`src/rtl/seq_divmod_pkg.sv`:
```
// Shared types for the sequential divider: FSM state encoding and counter sizing.
package seq_divmod_pkg;

  typedef enum logic [1:0] {
    IDLE = 2'd0,
    BUSY = 2'd1,
    DONE = 2'd2
  } state_e;

  // Counter must hold WIDTH-1; WIDTH >= 2 keeps this at least one bit.
  function automatic int cnt_w(input int w);
    return $clog2(w);
  endfunction

endpackage

```
`src/rtl/divmod_step.sv`:
```
// One restoring-division step: shift in a dividend bit, conditionally subtract the divisor.
module divmod_step #(
  parameter int WIDTH = 4
) (
  input  logic [WIDTH-1:0] rem,
  input  logic             din,
  input  logic [WIDTH-1:0] divisor,
  output logic [WIDTH-1:0] rem_nxt,
  output logic             q_bit
);

  // Working remainder is WIDTH+1 bits so the shifted value never overflows.
  logic [WIDTH:0] r_sh, diff;

  assign r_sh    = {rem, din};
  assign diff    = r_sh - {1'b0, divisor};
  // No borrow out of the subtract means r_sh >= divisor.
  assign q_bit   = ~diff[WIDTH];
  assign rem_nxt = q_bit ? diff[WIDTH-1:0] : r_sh[WIDTH-1:0];

endmodule

```
`src/rtl/seq_divmod.sv`:
```
// Multi-cycle unsigned divider with valid/ready on both sides; one quotient bit per cycle.
module seq_divmod
  import seq_divmod_pkg::*;
#(
  parameter int WIDTH = 4
) (
  input  logic             clk,
  input  logic             rst_n,
  input  logic             in_valid,
  output logic             in_ready,
  input  logic [WIDTH-1:0] dividend,
  input  logic [WIDTH-1:0] divisor,
  output logic             out_valid,
  input  logic             out_ready,
  output logic [WIDTH-1:0] quotient,
  output logic [WIDTH-1:0] remainder,
  output logic             div_by_zero
);

  localparam int CW = cnt_w(WIDTH);

  state_e           state;
  logic [CW-1:0]    cnt;
  logic [WIDTH-1:0] dvd_q;  // dividend bits shift out the top, quotient bits shift in the bottom
  logic [WIDTH-1:0] dvs_q;
  logic [WIDTH-1:0] rem_q;
  logic [WIDTH-1:0] rem_nxt;
  logic             q_bit;
  logic [WIDTH-1:0] dvd_nxt;

  divmod_step #(.WIDTH(WIDTH)) u_step (
    .rem     (rem_q),
    .din     (dvd_q[WIDTH-1]),
    .divisor (dvs_q),
    .rem_nxt (rem_nxt),
    .q_bit   (q_bit)
  );

  assign dvd_nxt = {dvd_q[WIDTH-2:0], q_bit};

  always_ff @(posedge clk or negedge rst_n) begin
    if (!rst_n) begin
      state       <= IDLE;
      cnt         <= '0;
      dvd_q       <= '0;
      dvs_q       <= '0;
      rem_q       <= '0;
      in_ready    <= 1'b1;
      out_valid   <= 1'b0;
      quotient    <= '0;
      remainder   <= '0;
      div_by_zero <= 1'b0;
    end else begin
      case (state)
        IDLE: begin
          if (in_valid) begin
            in_ready <= 1'b0;
            if (divisor == '0) begin
              quotient    <= '1;
              remainder   <= dividend;
              div_by_zero <= 1'b1;
              out_valid   <= 1'b1;
              state       <= DONE;
            end else begin
              dvd_q <= dividend;
              dvs_q <= divisor;
              rem_q <= '0;
              cnt   <= CW'(WIDTH - 1);
              state <= BUSY;
            end
          end
        end
        BUSY: begin
          dvd_q <= dvd_nxt;
          rem_q <= rem_nxt;
          if (cnt == '0) begin
            quotient    <= dvd_nxt;
            remainder   <= rem_nxt;
            div_by_zero <= 1'b0;
            out_valid   <= 1'b1;
            state       <= DONE;
          end else begin
            cnt <= cnt - 1'b1;
          end
        end
        DONE: begin
          if (out_ready) begin
            out_valid <= 1'b0;
            in_ready  <= 1'b1;
            state     <= IDLE;
          end
        end
        default: begin
          state     <= IDLE;
          in_ready  <= 1'b1;
          out_valid <= 1'b0;
        end
      endcase
    end
  end

endmodule

```
`config.mk`:
```
export PLATFORM = sky130hd
export DESIGN_NAME = seq_divmod
export DESIGN_NICKNAME = d
export VERILOG_FILES = /design/src/rtl/seq_divmod_pkg.sv /design/src/rtl/divmod_step.sv /design/src/rtl/seq_divmod.sv
export SDC_FILE = /design/constraint.sdc
export NUM_CORES = 1
export LEC_CHECK = 0
export ABC_AREA = 1
export CORE_MARGIN = 4
export CORE_UTILIZATION = 41
export CTS_CLUSTER_DIAMETER = 40
export DETAILED_ROUTE_END_ITERATION = 10
export SLEW_MARGIN = 20
export SYNTH_ARGS = -nofsm -noshare
export SYNTH_HDL_FRONTEND = slang
export SYNTH_SLANG_ARGS = --single-unit
export TNS_END_PERCENT = 50
```
`constraint.sdc`:
```
create_clock -name clk -period 4.5 [get_ports clk]
set_input_delay 0.9 -clock clk [delete_from_list [all_inputs] [get_ports clk]]
set_output_delay 0.9 -clock clk [all_outputs]
set_load 0.01 [all_outputs]
```
==> results of run 1 <==
## kinds of logic (layout without fill, tap and decap cells)
logic type                 count (synthesis)  after routing  share of synthesized area
and+or+nand+nor                           86             86                      0.279
AOI/OAI and AO/OA                         23             23                     0.0924
adders and majority gates                  6              6                     0.0570
DFF                                       27             27                      0.467
buffers and inverters                     35             60                     0.0984
xor gates and xnor gates                   1              1                    0.00605
## layer usage
| layer | track usage | vias up | routed length, um |
|---|---|---|---|
| li1 | - | 618 | - |
| met1 | 0.193 | 568 | 1350 |
| met2 | 0.258 | 35 | 1440 |
| met3 | 0.0283 | 4 | 128 |
| met4 | 0.0506 | 0 | 27 |
| met5 | 0 | - | 0 |
## power by group
| group | switching (uW) | internal, uW | total (uW) |
|---|---|---|---|
| Combinational | 411 | 285 | 696 |
| Sequential | 59.8 | 354 | 414 |
| Clock | 71.3 | 33.3 | 105 |
## cell usage in the layout (no fill, tap or decap), types with 2 or more instances in the layout
cell and instances:
a21oi_1 4, a31oi_1 4, clkbuf_4 3, clkdlybuf4s50_1 22, dfrtp_1 26, ha_1 5, inv_1 29, inv_2 3
nand2_1 26, nand2_2 2, nand2_4 2, nand3_1 24, nor2_1 24, nor3_1 2, o211ai_1 2, o21ai_0 10
or2_1 4
## metrics by stage
stage | util | instances | hold slack [ps] | worst slack, ps | cell area, um^2
finish | 0.519 | 249 | 514 | 2200 | 1750
global route | 0.519 | 249 | 543 | 2140 | 1750
CTS | 0.519 | 249 | 522 | 2180 | 1750
detailed placement | 0.511 | 245 | 482 | 2160 | 1720
global placement | 0.511 | 245 | 477 | 2190 | 1720
floorplan | - | 178 | 455 | 2760 | 1450
## path summary, 6_finish.rpt
path | cells past startpoint | endpoint | from | slack (ps)
max | 1 | in_ready | in_ready$_DFFE_PN1P_ | 2200
min | 2 | dvs_q[0]$_DFFE_PN0P_ | dvs_q[0]$_DFFE_PN0P_ | 510
max reg2reg | 12 | remainder[0]$_DFFE_PN0P_ | dvd_q[3]$_DFFE_PN0P_ | 2600
min reg2reg | 2 | dvs_q[0]$_DFFE_PN0P_ | dvs_q[0]$_DFFE_PN0P_ | 510
max in group asynchronous | 2 | in_ready$_DFFE_PN1P_ | rst_n | 2860
min in group asynchronous | 1 | remainder[3]$_DFFE_PN0P_ | rst_n | 940
## final cells by class
cell class              count  area, um^2
fillers                   356        1620
clock inverters             1        5.00
flip-flops and latches     27         677
inverters                  33         126
well taps                  46        57.6
repair buffers             23         228
multi-input cells         116         629
clock buffers               3        22.5
## flip-flops by register name (all words and copies together), names as in the netlist
register	flops
dvd_q	4
dvs_q	4
quotient	4
rem_q	4
remainder	4
cnt	2
state	2
div_by_zero	1
in_ready	1
out_valid	1
==> flow_summary.toml, run 1 <==
[job]
maxCapViolCount = 0

[synthesis]
synth_cells = 178
ys_top_cells_by_area = "dfrtp_1 (45%), nand3_1 (8.3%), inv_1 (7.5%)"
syn_area_per_cell_um2 = 8.14
ys.flop_type = "dfrtp_1"
synth_top_cell_by_area = "dfrtp_1"
synthArstFlopShare = 1.00
yosysMostFrequentCell = "inv_1"
synth_fp_nets = 196
ys_types = 26
yosysWarnings = 0
yosysSeqAreaShare = 0.467
syn_area_um2 = 1450
yosys-top-cells-count = "inv_1 (29), dfrtp_1 (26), nand2_1 (26)"
synth_top_area_frac = 0.449
synth-edff-count = 0
synth-seq-cells = 27

[placed_design]
dp_hpwl_um = 2330
io_buffers = 22
gp_congestion = 0.866

[global_routing]
grt_usage = 0.151
grt_max_degree = 20
grt_pass1_wl_um = 5260
grt_pass1_vias = 1246
gr-total-overflow = 0
antenna_found_initial = 0

[timing]
slew_headroom = 0.597
period_share = 0.512
period_minus_slack_ps = 2300
slew_viol_final = 0
fin_tns_setup_ps = 0
setup_viol = 0
hold_viol_final = 0
worstMarginPinSlew_ps = 603
finClkSkew_ps = 4.61
fmax_mhz = 434
grt_setup_unrepaired = "false"

[worst_setup_path]
critPathKind = "register to primary output"
cp_max_fo = 2
worstPathCellList = "clkdlybuf4s50_1"
cp_slowest_stage_delay_ps = 560
critPathTopFamily = "flip-flops"
path_buf_inv = 1
critPathLaunchType = "register"
critPathCaptureType = "primary output"
arrival_ps = 1400
crit_path_top_delay_cell = "dfstp_2"
required_ps = 3600

[cts]
clockBufferDepth = 2
cts_tree = "built"
cts_resized = 0
cts_sinks = 27
clk_latency_ps = 320
root_buffer = "clkbuf_4"
cts_inserted_buffers = 3
cts.htree.levels = 1
clkTransAtPathRegs_ps = 150
post-cts-setup-buffers = 0
cts_hold_buffers = 0

[die]
die_x_um = 67.4
die_area_um2 = 4550
core-area_um2 = 3360
ios = 23
start_util = 0.431
num_rows = 21
dieHeight_um = 67.4

[power_and_ir_drop]
power_density_nw_per_um2 = 696
ir_worst_vdd_uv = 299
leakage_uw = 0.000874
finalPower_uw = 1210

[layout]
syn2layout_area_growth_pct = 20.5
drive_gt1_frac = 0.0788
fin_nets = 222
antenna_cells = 0

[drt]
drtIter0Drc = 33
firstDrtPassIters = 4
postRouteAntennaNets = 0
routedWlPerCell_um = 11.9
route.detailed.drc = 0
wirelength_um = 2950
vias = 1225
via_per_inst = 4.92

[hold_path]
hp-class = "register to register"

[run_status]
status = "finished clean"
(Power assumes the default switching activity.)
==> inputs of run 2 (changes only) <==
Clock period 4.5 ns to 2.3 ns, I/O delays scaled along.
==> flow_summary.toml, run 2 (synthesis results as in run 1) <==
[power_and_ir_drop]
p_sw_frac = 0.446
power_frac_comb = 0.575
internal_power_uw = 1320
p_switching_uw = 1060
clkPwrFrac = 0.086
pwr-share-seq = 0.340
leakage_uw = 0.000874
power_density_nw_per_um2 = 1360
ir_worst_vdd_uv = 577

[global_routing]
grt_pass1_vias = 1165
gr-total-overflow = 0
grt_usage = 0.145
antenna_found_initial = 0
grt_max_degree = 28
grt_pass1_wl_um = 4950

[drt]
wirelength_um = 2870
via_per_inst = 4.86
drtIter0Drc = 51
route.detailed.drc = 0
vias = 1209
dr_wl_met3_um = 95
postRouteAntennaNets = 0
wl_met1_um = 1390
firstDrtPassIters = 4
met2_length_um = 1360
dr.max_layer_used = "met4"
routedWlPerCell_um = 11.5

[die]
num_rows = 21
ios = 23
dieHeight_um = 67.4
core-area_um2 = 3360
die_area_um2 = 4550
die_x_um = 67.4
start_util = 0.431

[timing]
hold_slack_ps = 495
slew_viol_final = 0
period_minus_slack_ps = 1920
fin_tns_setup_ps = 0
finClkSkew_ps = 10.0
period_share = 0.837
layout_setup_ws_ps = 375
fmax_mhz = 520
hold_viol_final = 0
worstMarginPinSlew_ps = 346
grt_setup_unrepaired = "false"
setup_viol = 0
slew_headroom = 0.769

[cts]
cts_inserted_buffers = 3
post-cts-setup-buffers = 0
cts.htree.levels = 1
cts_tree = "built"
cts_hold_buffers = 0
clkTransAtPathRegs_ps = 150
clockBufferDepth = 2
root_buffer = "clkbuf_4"
cts_sinks = 27
cts_resized = 0
clk_latency_ps = 320

[placed_design]
gp_congestion = 0.877
io_buffers = 22
placed_area_um2 = 1720
dp_hpwl_um = 2250
dp_slack_ps = 416

[layout]
layout_commonest_cell = "inv_1"
antenna_cells = 0
postLayoutCoreUtil = 0.519
fin_nets = 222
design_area_um2 = 1750
drive_gt1_frac = 0.0788
final_cell_mix = "inv_1 (29), nand2_1 (26), dfrtp_1 (26)"
syn2layout_area_growth_pct = 20.5

[hold_path]
hp-class = "input port to asynchronous set/reset pin"

[worst_setup_path]
critPathKind = "register to register"
required_ps = 2570
arrival_ps = 2200
critical_path.most_common_cell = "nand2_1"
worstPathCellList = "inv_1, ha_1, fa_1, inv_1, nand2_1, nand2_1, nand3_1, nand2_1, nand3_1, nand3_1, nand2_1, inv_1"
critPathCaptureType = "register"
crit_path_top_delay_cell = "fa_1"
cp_slowest_stage_delay_ps = 410
cp_max_fo = 5
critPathLaunchType = "register"

[run_status]
status = "finished clean"

[job]
maxCapViolCount = 0
-- run 2: cell counts in the layout (fill, tap and decap cells not counted) --
No cell type changed its count.
-- run 2: worst paths after layout --
kind / slack [ps] / depth (start not counted) / to / startpoint
worst max register to register: 380 / 12 / remainder[3]$_DFFE_PN0P_ / dvd_q[3]$_DFFE_PN0P_
max in group asynchronous: 1510 / 2 / in_ready$_DFFE_PN1P_ / rst_n
worst min-delay path: 490 / 2 / dvd_q[0]$_DFFE_PN0P_ / rst_n
worst min register to register: 500 / 2 / out_valid$_DFFE_PN0P_ / out_valid$_DFFE_PN0P_
worst max-delay path: 380 / 12 / remainder[3]$_DFFE_PN0P_ / dvd_q[3]$_DFFE_PN0P_
min in group clk: 500 / 2 / out_valid$_DFFE_PN0P_ / out_valid$_DFFE_PN0P_
-- run 2: power groups by stage --
stage               clock [uW]  combinational (uW)  sequential [uW]
detailed placement           0                1380              821
finish                     204                1370              808
CTS                        216                1380              811
global placement             0                1340              819
global route               233                1560              833
floorplan                    0                 935              847
-- run 2: through the flow --
step	power (uW)	cells
after floorplan	1780	178
after global placement	2160	245
after detailed placement	2200	245
after CTS	2410	249
after global routing	2620	249
final	2380	249
-- run 2: cell type report --
type                    instances  area (um^2)
clock buffers                   3         22.5
multi-input cells             116          629
well taps                      46         57.6
fillers                       338         1620
flip-flops and latches         27          677
inverters                      33          126
clock inverters                 1         5.00
repair buffers                 23          228
-- run 2: critical path, delay by kind of cell, from the launching register on --
family | cells | cell delay (ps)
buf+inv | 3 | 210
fa+ha+maj | 2 | 620
flops | 1 | 390
simple gates | 7 | 650
-- run 2: per-layer routing --
| layer | up-vias | global-route usage |
|---|---|---|
| met3 | 2 | 0.0216 |
| met2 | 26 | 0.244 |
| met5 | - | 0 |
| met1 | 563 | 0.191 |
| met4 | 0 | 0.0456 |
| li1 | 618 | - |
